**config.mk**
```make
export PLATFORM = sky130hd
export DESIGN_NAME = bcd_to_binary_seq
export DESIGN_NICKNAME = d
export VERILOG_FILES = /design/src/rtl/bcd_to_binary_seq_pkg.sv /design/src/rtl/bcd_to_binary_seq_digit_adjust.sv /design/src/rtl/bcd_to_binary_seq.sv
export SDC_FILE = /design/constraint.sdc
export NUM_CORES = 1
export LEC_CHECK = 0
export ABC_AREA = 1
export CAP_MARGIN = 20
export CORE_UTILIZATION = 57
export DETAILED_ROUTE_END_ITERATION = 16
export PLACE_DENSITY_LB_ADDON = 0.2
export SYNTH_ARGS = -nofsm -noshare
export SYNTH_HDL_FRONTEND = slang
export SYNTH_SLANG_ARGS = --single-unit
```
**constraint.sdc**
```tcl
create_clock -name clk -period 2.3 [get_ports clk]
set_input_delay 0.46 -clock clk [delete_from_list [all_inputs] [get_ports clk]]
set_output_delay 0.46 -clock clk [all_outputs]
set_load 0.1 [all_outputs]
```
**src/rtl/bcd_to_binary_seq_pkg.sv**
```systemverilog
// ============================================================================
// Module : bcd_pkg
// Brief  : Shared types, constants and width helper for the BCD conversion paths.
// Rev    : 1.0
// ============================================================================
`default_nettype none

package bcd_pkg;

    typedef enum logic [1:0] {
        IDLE = 2'd0,
        CONV = 2'd1,
        DONE = 2'd2
    } bcd_state_t;

    localparam int BCD_DIGIT_W    = 4;
    localparam int BCD_MAX_DIGIT  = 9;
    localparam int BCD_ADJ_THRESH = 8;
    localparam int BCD_ADJ_VAL    = 3;

    // Binary width needed to hold any ndig-digit decimal value.
    function automatic int bcd_bits(input int ndig);
        return $clog2(10 ** ndig);
    endfunction

endpackage

`default_nettype wire

```
**src/rtl/bcd_to_binary_seq_digit_adjust.sv**
```systemverilog
// ============================================================================
// Module : bcd_digit_adjust
// Brief  : Per-digit correction for reverse double-dabble (d >= 8 ? d - 3 : d).
// Rev    : 1.0
// ============================================================================
`default_nettype none

module bcd_digit_adjust
    import bcd_pkg::*;
(
    input  logic [3:0] i_digit,
    output logic [3:0] o_digit
);

    assign o_digit = (i_digit >= 4'(BCD_ADJ_THRESH)) ? (i_digit - 4'(BCD_ADJ_VAL))
                                                     : i_digit;

endmodule

`default_nettype wire

```
**src/rtl/bcd_to_binary_seq.sv**
```systemverilog
// ============================================================================
// Module : bcd_to_binary_seq
// Brief  : Iterative BCD-to-binary converter with start/busy/done handshake.
// Rev    : 1.0
// ============================================================================
`default_nettype none

module bcd_to_binary_seq
    import bcd_pkg::*;
#(
    parameter int WIDTH = 6,
    parameter int NDIG  = 2
) (
    input  logic                        clk,
    input  logic                        reset,
    input  logic                        i_start,
    input  logic [BCD_DIGIT_W*NDIG-1:0] i_bcd_in,
    output logic                        o_busy,
    output logic                        o_done,
    output logic [WIDTH-1:0]            o_bin_out,
    output logic                        o_invalid,
    output logic                        o_overflow
);

    localparam int BW  = bcd_bits(NDIG);
    localparam int DW  = BCD_DIGIT_W * NDIG;
    localparam int SHW = DW + BW;
    localparam int CW  = $clog2(BW + 1);

    bcd_state_t        r_state;
    logic [SHW-1:0]    r_sh;
    logic [CW-1:0]     r_cnt;
    logic              r_inv_pend;
    logic              r_busy;
    logic              r_done;
    logic [WIDTH-1:0]  r_bin;
    logic              r_invalid;
    logic              r_overflow;

    logic [SHW-1:0]    w_shifted;
    logic [DW-1:0]     w_adj_digits;
    logic [SHW-1:0]    w_next_sh;
    logic              w_invalid;
    logic [BW-1:0]     w_r;
    logic [WIDTH-1:0]  w_bin;
    logic              w_ovf;

    assign w_shifted = r_sh >> 1;

    generate
        for (genvar gi = 0; gi < NDIG; gi++) begin : g_digit
            bcd_digit_adjust u_adj (
                .i_digit (w_shifted[BW + BCD_DIGIT_W*gi +: BCD_DIGIT_W]),
                .o_digit (w_adj_digits[BCD_DIGIT_W*gi +: BCD_DIGIT_W])
            );
        end
    endgenerate

    assign w_next_sh = {w_adj_digits, w_shifted[BW-1:0]};

    always_comb begin
        w_invalid = 1'b0;
        for (int i = 0; i < NDIG; i++) begin
            if (i_bcd_in[BCD_DIGIT_W*i +: BCD_DIGIT_W] > 4'(BCD_MAX_DIGIT)) begin
                w_invalid = 1'b1;
            end
        end
    end

    // After BW shifts the low BW bits of the shift register hold the binary value.
    assign w_r = r_sh[BW-1:0];

    generate
        if (WIDTH < BW) begin : g_sat
            assign w_ovf = |w_r[BW-1:WIDTH];
            assign w_bin = w_ovf ? {WIDTH{1'b1}} : w_r[WIDTH-1:0];
        end else begin : g_nosat
            assign w_ovf = 1'b0;
            assign w_bin = WIDTH'(w_r);
        end
    endgenerate

    always_ff @(posedge clk or posedge reset) begin
        if (reset) begin
            r_state    <= IDLE;
            r_sh       <= '0;
            r_cnt      <= '0;
            r_inv_pend <= 1'b0;
            r_busy     <= 1'b0;
            r_done     <= 1'b0;
            r_bin      <= '0;
            r_invalid  <= 1'b0;
            r_overflow <= 1'b0;
        end else begin
            r_done <= 1'b0;
            case (r_state)
                IDLE: begin
                    if (i_start) begin
                        r_sh       <= {i_bcd_in, {BW{1'b0}}};
                        r_cnt      <= '0;
                        r_busy     <= 1'b1;
                        r_inv_pend <= w_invalid;
                        r_state    <= w_invalid ? DONE : CONV;
                    end
                end
                CONV: begin
                    r_sh  <= w_next_sh;
                    r_cnt <= r_cnt + 1'b1;
                    if (r_cnt == CW'(BW - 1)) begin
                        r_state <= DONE;
                    end
                end
                DONE: begin
                    // Results land together with the done pulse; FSM is already back
                    // in IDLE during that cycle so a held start restarts immediately.
                    r_done  <= 1'b1;
                    r_busy  <= 1'b0;
                    r_state <= IDLE;
                    if (r_inv_pend) begin
                        r_bin      <= '0;
                        r_invalid  <= 1'b1;
                        r_overflow <= 1'b0;
                    end else begin
                        r_bin      <= w_bin;
                        r_invalid  <= 1'b0;
                        r_overflow <= w_ovf;
                    end
                end
                default: r_state <= IDLE;
            endcase
        end
    end

    assign o_busy     = r_busy;
    assign o_done     = r_done;
    assign o_bin_out  = r_bin;
    assign o_invalid  = r_invalid;
    assign o_overflow = r_overflow;

endmodule

`default_nettype wire

```
==> qor.csv, run 1 <==
stage,metric,value,unit
run_status,status,completed,
clock_tree,cts_setup_buffers,0,
critical_path,worst_ep_arrival_time,1.00,ns
synthesis,synth_nets,175,
synthesis,yosysTopAreaCellShare,53.3,%
sta,hold_viol,0,
routing,drcViolationCount,0,
sta,rsz0062_at_grt,no,
critical_path,cp_cell_sequence,buf_4,
clock_tree,ctsHoldBuffers,0,
critical_path,critPathBufInv,1,
floorplanning,die_area,2760,sq um
sta,min_period,1.46,ns
clock_tree,h-tree-depth,2,
hold_path,hold_path.class,in -> async,
sta,skew,0.00927,ns
final_layout,finalNetCount,200,
floorplanning,ios,21,
flow_run,drv_cap,0,
power_and_ir_drop,peakVddDrop,1.05,mV
sta,setup_violations,0,
routing,post_drt_via_cell_ratio,5.31,
synthesis,ys_seq_area_share,53.3,%
critical_path,path_class,reg -> out,
synthesis,syn_inst,160,
synthesis,yosys.area_share.simple,22.1,%
grt,track_usage,25.3,%
routing,wl,2.88,mm
routing,first_pass_iters,4,
power_and_ir_drop,p_leak,0.000828,uW
synthesis,synth_top_family_by_area,simple AND/OR/NAND/NOR gates,
sta,timing.final.crit_share,63.6,%
clock_tree,tritoncts,built,
sta,finalSetupTns,0,ns
final_layout,antenna_cells,0,
critical_path,startpoint_type,flip-flop,
place,placedInstanceArea,1640,sq um
grt,grt_pass1_vias,1069,
final_layout,drive_gt1_share,19.4,%
clock_tree,clock-sinks,31,
synthesis,synthMuxAreaShare,0,%
synthesis,syn_avg_cell_area,9.09,sq um
place,gp_congestion,0.826,
critical_path,cp_slowest_stage_delay,0.37,ns
clock_tree,clock_latency,0.33,ns
clock_tree,clk_pin_slew_worst_paths,0.10,ns
critical_path,worst_path_max_delay_cell,dfrtp_1,
clock_tree,root_buffer,clkbuf_4,
synthesis,synth_xor_area_share,0,%
sta,relSlewSlack,74.5,%
floorplanning,core,2320,sq um
grt,grt_start_max_net_pins,32,
synthesis,syn_area,1460,sq um
synthesis,synth_cell_types,21,
clock_tree,cts_made_buffers,5,
critical_path,crit_path_max_fanout,2,
final_layout,fin_cells,214,
routing,antenna_left,0,
floorplanning,initial_core_util,62.8,%
sta,worst_pin_slew,0.382,ns
synthesis,synth_area_leader_cell,dfrtp_1,
sta,fmax,0.683,GHz
synthesis,synth_seq_cells,31,
synthesis,synth_compound_area_share,13.2,%
grt,grt-ovfl-total,0,
grt,grt_pass1_wl,4.83,mm
critical_path,startpoint,o_bin_out[1]$_DFFE_PP0P_,
final_layout,area_delta_synth_final,15.8,%
final_layout,final_cell_area,1690,sq um
routing,wire_per_inst,13.4,um
final_layout,n_fill_cell,179,
grt,grt_antenna_before_repair,0,
floorplanning,rows,17,
synthesis,yosys-top-cells-area,"dfrtp_1 (53%), nand2_1 (11%), o21ai_0 (6.2%)",
final_layout,multi_input_area,563,sq um
routing,num_vias,1136,
place,place_inst,206,
place,place.detailed.hpwl,2.16,mm
floorplanning,die_y,52.5,um
critical_path,crit_family,flip-flops,
synthesis,ys_warn_count,0,
critical_path,crit_path_end_kind,output pin,
sta,drv_slew,0,
floorplanning,dieWidth,52.5,um
clock_tree,clockBufferDepth,2,
place,port_buffers,20,
synthesis,synthAdderAreaFrac,3.44,%
critical_path,critPathRequiredTime,1.84,ns
critical_path,r2r_start,r_state[1]$_DFFE_PP0P_,
routing,drtIter0Drc,25,
clock_tree,cts_resized,0,
power_and_ir_drop,power_density,1460,nW/um^2
final_layout,seq_area,776,sq um
-- metrics by stage --
| stage | total power, uW | worst slack, ns | hold slack [ns] | util, % |
|---|---|---|---|---|
| 3_5_place_dp | 2180 | 0.677 | 0.479 | 70.5 |
| 6_report | 2470 | 0.836 | 0.494 | 72.7 |
| 4_1_cts | 2480 | 0.816 | 0.499 | 72.7 |
| 3_3_place_gp | 2130 | 0.704 | 0.465 | 70.5 |
| 5_1_grt | 2640 | 0.794 | 0.526 | 72.7 |
| 2_1_floorplan | 1940 | 0.942 | 0.452 | - |
-- final cells by class --
class / count / area share [%]
inverters: 21 / 4.68
repair buffers: 21 / 10.8
multi-input cells: 105 / 33.4
clock inverters: 1 / 0.297
clock buffers: 7 / 2.67
flip-flops and latches: 31 / 46.0
well taps: 28 / 2.08
-- per-layer routing --
metal,GRT usage [%],share of wire (%)
met5,0,0
met4,6.58,0.73
met3,8.70,6.2
met2,38.8,48
met1,34.2,45
-- placed cells by master, fill, tap and decap left out --
| master | synthesis | layout |
|---|---|---|
| a21oi_1 | 2 | 2 |
| a21oi_2 | 4 | 4 |
| buf_4 | 0 | 11 |
| clkbuf_1 | 0 | 2 |
| clkbuf_4 | 0 | 5 |
| clkdlybuf4s50_1 | 0 | 10 |
| clkinv_2 | 0 | 1 |
| dfrtp_1 | 31 | 31 |
| ha_1 | 4 | 4 |
| inv_1 | 18 | 18 |
| inv_2 | 3 | 3 |
| nand2_1 | 43 | 43 |
| nand2_2 | 5 | 5 |
| nand2_4 | 1 | 1 |
| nand3_1 | 6 | 6 |
| nand3_4 | 1 | 1 |
| nand3b_1 | 1 | 1 |
| nor2_1 | 9 | 9 |
| nor2_2 | 1 | 1 |
| nor2_4 | 2 | 2 |
| o21a_1 | 1 | 1 |
| o21ai_0 | 18 | 18 |
| o21ai_2 | 2 | 2 |
| o22ai_1 | 5 | 5 |
-- cell usage after synthesis --
| library cell | n |
|---|---|
| nor2_1 | 9 |
| o21a_1 | 1 |
| inv_2 | 3 |
| a21oi_1 | 2 |
| buf_6 | 2 |
| nor2_4 | 2 |
| nand3_1 | 6 |
| nand2_1 | 43 |
| a21oi_2 | 4 |
| nor2_2 | 1 |
| dfrtp_1 | 31 |
| inv_1 | 18 |
| o22ai_1 | 5 |
| nand3_4 | 1 |
| nand2_4 | 1 |
| buf_8 | 1 |
| nand3b_1 | 1 |
| o21ai_0 | 18 |
| nand2_2 | 5 |
| o21ai_2 | 2 |
| ha_1 | 4 |
-- registers in the layout, summed over array words and instances (netlist names) --
name	cells
o_bin_out	6
r_cnt	3
r_state	2
r_sh	15
o_done	1
r_inv_pend	1
o_busy	1
o_invalid	1
o_overflow	1
-- report_power, final --
group,leakage [uW],internal [uW],switching (uW)
clock,0.0000293,119,182
sequential,0.000400,741,155
combinational,0.000398,325,947
-- logic make-up (layout without fill, tap and decap cells) --
family / after synthesis / in the layout
AO/OA/AOI/OAI: 32 / 32
AND/OR/NAND/NOR: 69 / 69
buffers and inverters: 24 / 50
adder cells (fa/ha/maj): 4 / 4
flip-flops: 31 / 31
-- worst paths after layout --
path / to / slack, ns / cells after the start
worst max-delay path: o_bin_out[1] / 0.84 / 1
worst min-delay path: o_bin_out[3]$_DFFE_PP0P_ / 0.49 / 3
worst max register to register: r_cnt[1]$_DFFE_PP0P_ / 0.97 / 6
worst min register to register: o_bin_out[5]$_DFFE_PP0P_ / 0.50 / 2
max in group asynchronous: r_cnt[1]$_DFFE_PP0P_ / 1.52 / 3
min in group clk: o_bin_out[5]$_DFFE_PP0P_ / 0.50 / 2
Power figures use the tool's default switching activity.
==> run 2: changes to the inputs <==
--- a/config.mk
+++ b/config.mk
@@ -7,7 +7,7 @@
 export LEC_CHECK = 0
 export ABC_AREA = 1
 export CAP_MARGIN = 20
-export CORE_UTILIZATION = 57
+export CORE_UTILIZATION = 48
 export DETAILED_ROUTE_END_ITERATION = 16
 export PLACE_DENSITY_LB_ADDON = 0.2
 export SYNTH_ARGS = -nofsm -noshare
==> constraint.sdc (replaced) <==
create_clock -name clk -period 1.3 [get_ports clk]
set_input_delay 0.26 -clock clk [delete_from_list [all_inputs] [get_ports clk]]
set_output_delay 0.26 -clock clk [all_outputs]
set_load 0.1 [all_outputs]
==> run 2 against run 1 <==
Against the previous run: sequential share of layout area is 5.0 points lower; the run now ends with design-rule violations left; first-iteration DRC count is 80% higher; critical path type is now reg -> reg; combinational power is 120% higher; critical path depth is 5 higher; total power is 98% higher; global-route usage is 3.8 points lower.
==> qor.csv, run 2 (synthesis results as in run 1) <==
stage,metric,value,unit
sta,fmax,0.816,GHz
sta,finalSetupTns,0,ns
power_and_ir_drop,peakVddDrop,1.13,mV
power_and_ir_drop,power_density,2590,nW/um^2
floorplanning,die_area,3260,sq um
floorplanning,core,2810,sq um
critical_path,r2r-end,r_sh[8]$_DFFE_PP0P_,
grt,grt_start_max_net_pins,32,
grt,grt-ovfl-total,0,
sta,worst_pin_slew,0.392,ns
final_layout,largest_reg_flops,15,
sta,drv_slew,0,
final_layout,final_cell_area,1890,sq um
floorplanning,initial_core_util,51.9,%
routing,first_pass_iters,10,
grt,grt_pass1_wl,5.13,mm
clock_tree,root_buffer,clkbuf_4,
place,gp_congestion,0.754,
routing,met1_length,1.35,mm
routing,num_vias,1159,
critical_path,path_class,reg -> reg,
clock_tree,cts_made_buffers,5,
floorplanning,die_y,57.1,um
final_layout,drive_gt1_share,21.5,%
sta,rsz0062_at_grt,no,
routing,drcViolationCount,2,
place,port_buffers,20,
floorplanning,ios,21,
clock_tree,cts_resized,0,
critical_path,r2r_slack,0.07,ns
place,placedInstanceArea,1810,sq um
floorplanning,rows,19,
final_layout,final_common_cell,nand2_1,
routing,dr_wl_met2,1.44,mm
power_and_ir_drop,p_leak,0.000899,uW
clock_tree,tritoncts,built,
critical_path,crit_path_max_fanout,5,
final_layout,max_flop_register,r_sh,
final_layout,n_fill_cell,224,
final_layout,antenna_cells,0,
sta,relSlewSlack,73.6,%
hold_path,hold_path.class,in -> async,
critical_path,startpoint_type,flip-flop,
grt,grt_antenna_before_repair,0,
routing,drtIter0Drc,45,
flow_run,drv_cap,0,
routing,wl,3.01,mm
critical_path,worst_ep_arrival_time,1.45,ns
routing,routed-wl-met3,152,um
grt,track_usage,21.5,%
final_layout,area_delta_synth_final,29.8,%
sta,skew,0.00236,ns
critical_path,critPathRequiredTime,1.52,ns
critical_path,reg2regPathDepth,6,
sta,hold_viol,0,
critical_path,r2r_start,r_sh[8]$_DFFE_PP0P_,
clock_tree,clock_latency,0.33,ns
sta,setup_violations,0,
routing,wire_per_inst,13.5,um
clock_tree,clock-sinks,31,
clock_tree,h-tree-depth,2,
routing,post_drt_via_cell_ratio,5.22,
clock_tree,clk_pin_slew_worst_paths,0.09,ns
clock_tree,clockBufferDepth,2,
critical_path,crit_path_end_kind,flip-flop,
run_status,status,finished with violations,
place,place.detailed.hpwl,2.23,mm
routing,antenna_left,0,
final_layout,finalNetCount,205,
routing,routed.top_layer,met4,
floorplanning,dieWidth,57.1,um
run_status,violations,design-rule violations,
final_layout,final_cell_mix,"nand2_1 (43), dfrtp_1 (31), inv_1 (18), o21ai_0 (18), buf_12 (13)",
sta,min_period,1.23,ns
grt,grt_pass1_vias,1155,
sta,timing.final.crit_share,94.3,%
run 2: power by group:
part,total (uW),internal (uW),switching [uW]
Clock,532,210,322
Combinational,2740,1000,1730
Sequential,1630,1310,319
Total,4900,2520,2370
run 2: critical path: stages, from the launching register on:
cell and delay, ns:
dfrtp_1 0.44, inv_1 0.08, ha_1 0.31, inv_1 0.07
nand2_1 0.07, nand3_4 0.09, a21oi_2 0.05
run 2: worst max path at each step:
stage,start,to,slack (ns),cells past startpoint
detailed placement,i_bcd_in[2],r_inv_pend$_DFFE_PP0P_,-0.15,5
global route,r_state[1]$_DFFE_PP0P_,r_state[1]$_DFFE_PP0P_,0.005,6
CTS,r_state[1]$_DFFE_PP0P_,r_state[1]$_DFFE_PP0P_,0.07,6
finish,r_sh[8]$_DFFE_PP0P_,r_sh[8]$_DFFE_PP0P_,0.07,6
floorplan,o_invalid$_DFFE_PP0P_,o_invalid$_DFFE_PP0P_,0.12,1
global placement,i_start,r_sh[9]$_DFFE_PP0P_,-0.06,6
run 2: timing repair:
| item | 4_1_cts | 5_1_grt |
|---|---|---|
| buffers inserted | 0 | 2 |
| endpoints found under the hold margin | 0 | 0 |
| hold buffers | 0 | 0 |
| setup endpoints to repair | 0 | 3 |
run 2: metal layers:
metal | global-route usage [%] | vias to the layer above
met1 | 28.8 | 553
met4 | 10.1 | 0
li1 | - | 567
met2 | 31.8 | 30
met3 | 7.26 | 9
met5 | 0 | -
run 2: through the flow:
stage          total power [uW]  hold WS, ns  cells  utilization (%)  setup slack (ns)
6_report                   4900        0.253    222             67.4            0.0742
3_3_place_gp               4210        0.473    212             64.6           -0.0583
5_1_grt                    5210        0.284    222             67.4           0.00459
4_1_cts                    4840        0.251    220             66.4            0.0708
2_1_floorplan              3440        0.364    160                -             0.116
3_5_place_dp               4300        0.471    212             64.6            -0.153
run 2: area by class of cell:
class | count | area [sq um] | area share (%)
flip-flops and latches | 31 | 776 | 41.1
repair buffers | 26 | 383 | 20.3
clock buffers | 7 | 45.0 | 2.38
clock inverters | 1 | 5.00 | 0.265
well taps | 31 | 38.8 | 2.05
inverters | 21 | 78.8 | 4.17
multi-input cells | 105 | 563 | 29.8
==> run 3: changes to the inputs <==
--- a/config.mk
+++ b/config.mk
@@ -6,7 +6,6 @@
 export NUM_CORES = 1
 export LEC_CHECK = 0
 export ABC_AREA = 1
-export CAP_MARGIN = 20
 export CORE_UTILIZATION = 48
 export DETAILED_ROUTE_END_ITERATION = 16
 export PLACE_DENSITY_LB_ADDON = 0.2
==> results of run 3 <==
No change in the layout: final DEF, timing and power equal those of run 2.
==> variant: new RTL, config.mk and constraints of run 2 <==
`NDIG`: 2 -> 4.
--- a/src/rtl/bcd_to_binary_seq.sv
+++ b/src/rtl/bcd_to_binary_seq.sv
@@ -9,7 +9,7 @@
     import bcd_pkg::*;
 #(
     parameter int WIDTH = 6,
-    parameter int NDIG  = 2
+    parameter int NDIG  = 4
 ) (
     input  logic                        clk,
     input  logic                        reset,
Interface: changed (resized i_bcd_in); port bits go from 21 to 29. The function was not compared with the original's and may differ.
==> variant against run 2 <==
- the run ends with negative setup slack left
- count of clock-buffer cells in the layout is 2 lower
- worst hold slack better by 0.087 ns
- global-route usage is 0.068 points higher
- total power is 59% higher
- worst setup slack worse by 0.084 ns
- sequential cell count is 16 higher
- design area is 70% higher
- synthesized area is 61% higher
- wire length is 74% higher
- critical endpoint is now r_sh[11]
==> variant: results (changes against run 2) <==
\begin{tabular}{lr}
\hline
Metric & Value \\
\hline
\multicolumn{2}{l}{\textbf{Outcome}} \\
Outcome & finished with violations (unchanged) \\
Failing checks & negative setup slack (was design-rule violations) \\
\multicolumn{2}{l}{\textbf{Setup path}} \\
Endpoint of the worst register-to-register path & r\_sh[11] (was r\_sh[8]) \\
Maximum fanout encountered on the critical timing path & 7 (was 5) \\
Critical Path Source & r\_state[1] (was r\_sh[8]) \\
\multicolumn{2}{l}{\textbf{Routing}} \\
Met1 Routed Length & 2490 microns (was 1350 microns) \\
First-pass detailed-route iteration total & 4 (was 10) \\
\multicolumn{2}{l}{\textbf{Pwr}} \\
Fraction of power spent switching nets & 45.7\% (was 48.5\%) \\
Power density over cell area & 2430 nW/um\^{}2 (was 2590 nW/um\^{}2) \\
\multicolumn{2}{l}{\textbf{Global routing}} \\
All-layer global routing usage & 21.6\% (was 21.5\%) \\
Met1 track demand over resource & 30.8\% (was 28.8\%) \\
Largest net degree at the start of global routing & 30 (was 32) \\
Met3 GRT Util & 3.94\% (was 7.26\%) \\
\multicolumn{2}{l}{\textbf{Timing}} \\
Final worst-path setup slack & -0.00943 ns (was 0.0742 ns) \\
Setup violations, final & 6 (was 0) \\
\multicolumn{2}{l}{\textbf{Place}} \\
Post-place setup slack & -0.208 ns (was -0.153 ns) \\
Routability Congestion & 0.815 (was 0.754) \\
Placed wire-length estimate after detailed placement & 3540 microns (was 2230 microns) \\
\multicolumn{2}{l}{\textbf{Synth}} \\
Ranking of synthesized cells by instance count & 64 x sky130\_fd\_sc\_hd\_\_nand2\_1, 47 x sky130\_fd\_sc\_hd\_\_dfrtp\_1, 31 x sky130\_fd\_sc\_hd\_\_inv\_1 (was 43 x sky130\_fd\_sc\_hd\_\_nand2\_1, 31 x sky130\_fd\_sc\_hd\_\_dfrtp\_1, 18 x sky130\_fd\_sc\_hd\_\_inv\_1, 18 x sky130\_fd\_sc\_hd\_\_o21ai\_0, 9 x sky130\_fd\_sc\_hd\_\_nor2\_1) \\
Complex-gate fraction of the synthesized area & 18.6\% (was 13.2\%) \\
Biggest area contributors in the synthesized netlist & sky130\_fd\_sc\_hd\_\_dfrtp\_1 50\%, sky130\_fd\_sc\_hd\_\_nand2\_1 10\%, sky130\_fd\_sc\_hd\_\_o22ai\_2 7.5\% (was sky130\_fd\_sc\_hd\_\_dfrtp\_1 53\%, sky130\_fd\_sc\_hd\_\_nand2\_1 11\%, sky130\_fd\_sc\_hd\_\_o21ai\_0 6.2\%) \\
Number of cells produced by synthesis & 251 (was 160) \\
\multicolumn{2}{l}{\textbf{Finish}} \\
Share of layout cells above drive strength 1 & 26.0\% (was 21.5\%) \\
Net count of the finished layout & 342 (was 205) \\
\multicolumn{2}{l}{\textbf{Clock tree}} \\
Clock Root Buffer & sky130\_fd\_sc\_hd\_\_clkbuf\_8 (was sky130\_fd\_sc\_hd\_\_clkbuf\_4) \\
\hline
\end{tabular}
variant: cell types whose count changed in the layout (fill, tap and decap cells not counted), sizes merged, moves of 4 or more:
cell	run 2	this run
ha	4	8
a22oi	0	6
o22ai	5	14
xor2	0	4
nand3	7	11
o21ai	20	26
nand2	49	66
dfrtp	31	47
inv	21	32
clkdlybuf4s50	10	18
buf	16	46
variant: area by class of cell:
type | instances | area [sq um]
clock inverters | 2 | 13.8
repair buffers | 65 | 758
fillers | 361 | 1480
well taps | 54 | 67.6
inverters | 33 | 128
clock buffers | 5 | 68.8
flip-flops and latches | 47 | 1180
multi-input cells | 163 | 995
variant: what timing repair did:
| action | 4_1_cts | 5_1_grt |
|---|---|---|
| endpoints found under the setup margin | 4 | 27 |
| buffers inserted | 0 | 9 |
| pin swaps | 1 | 4 |
| resized for setup | 1 | 15 |
| cloned | 0 | 2 |
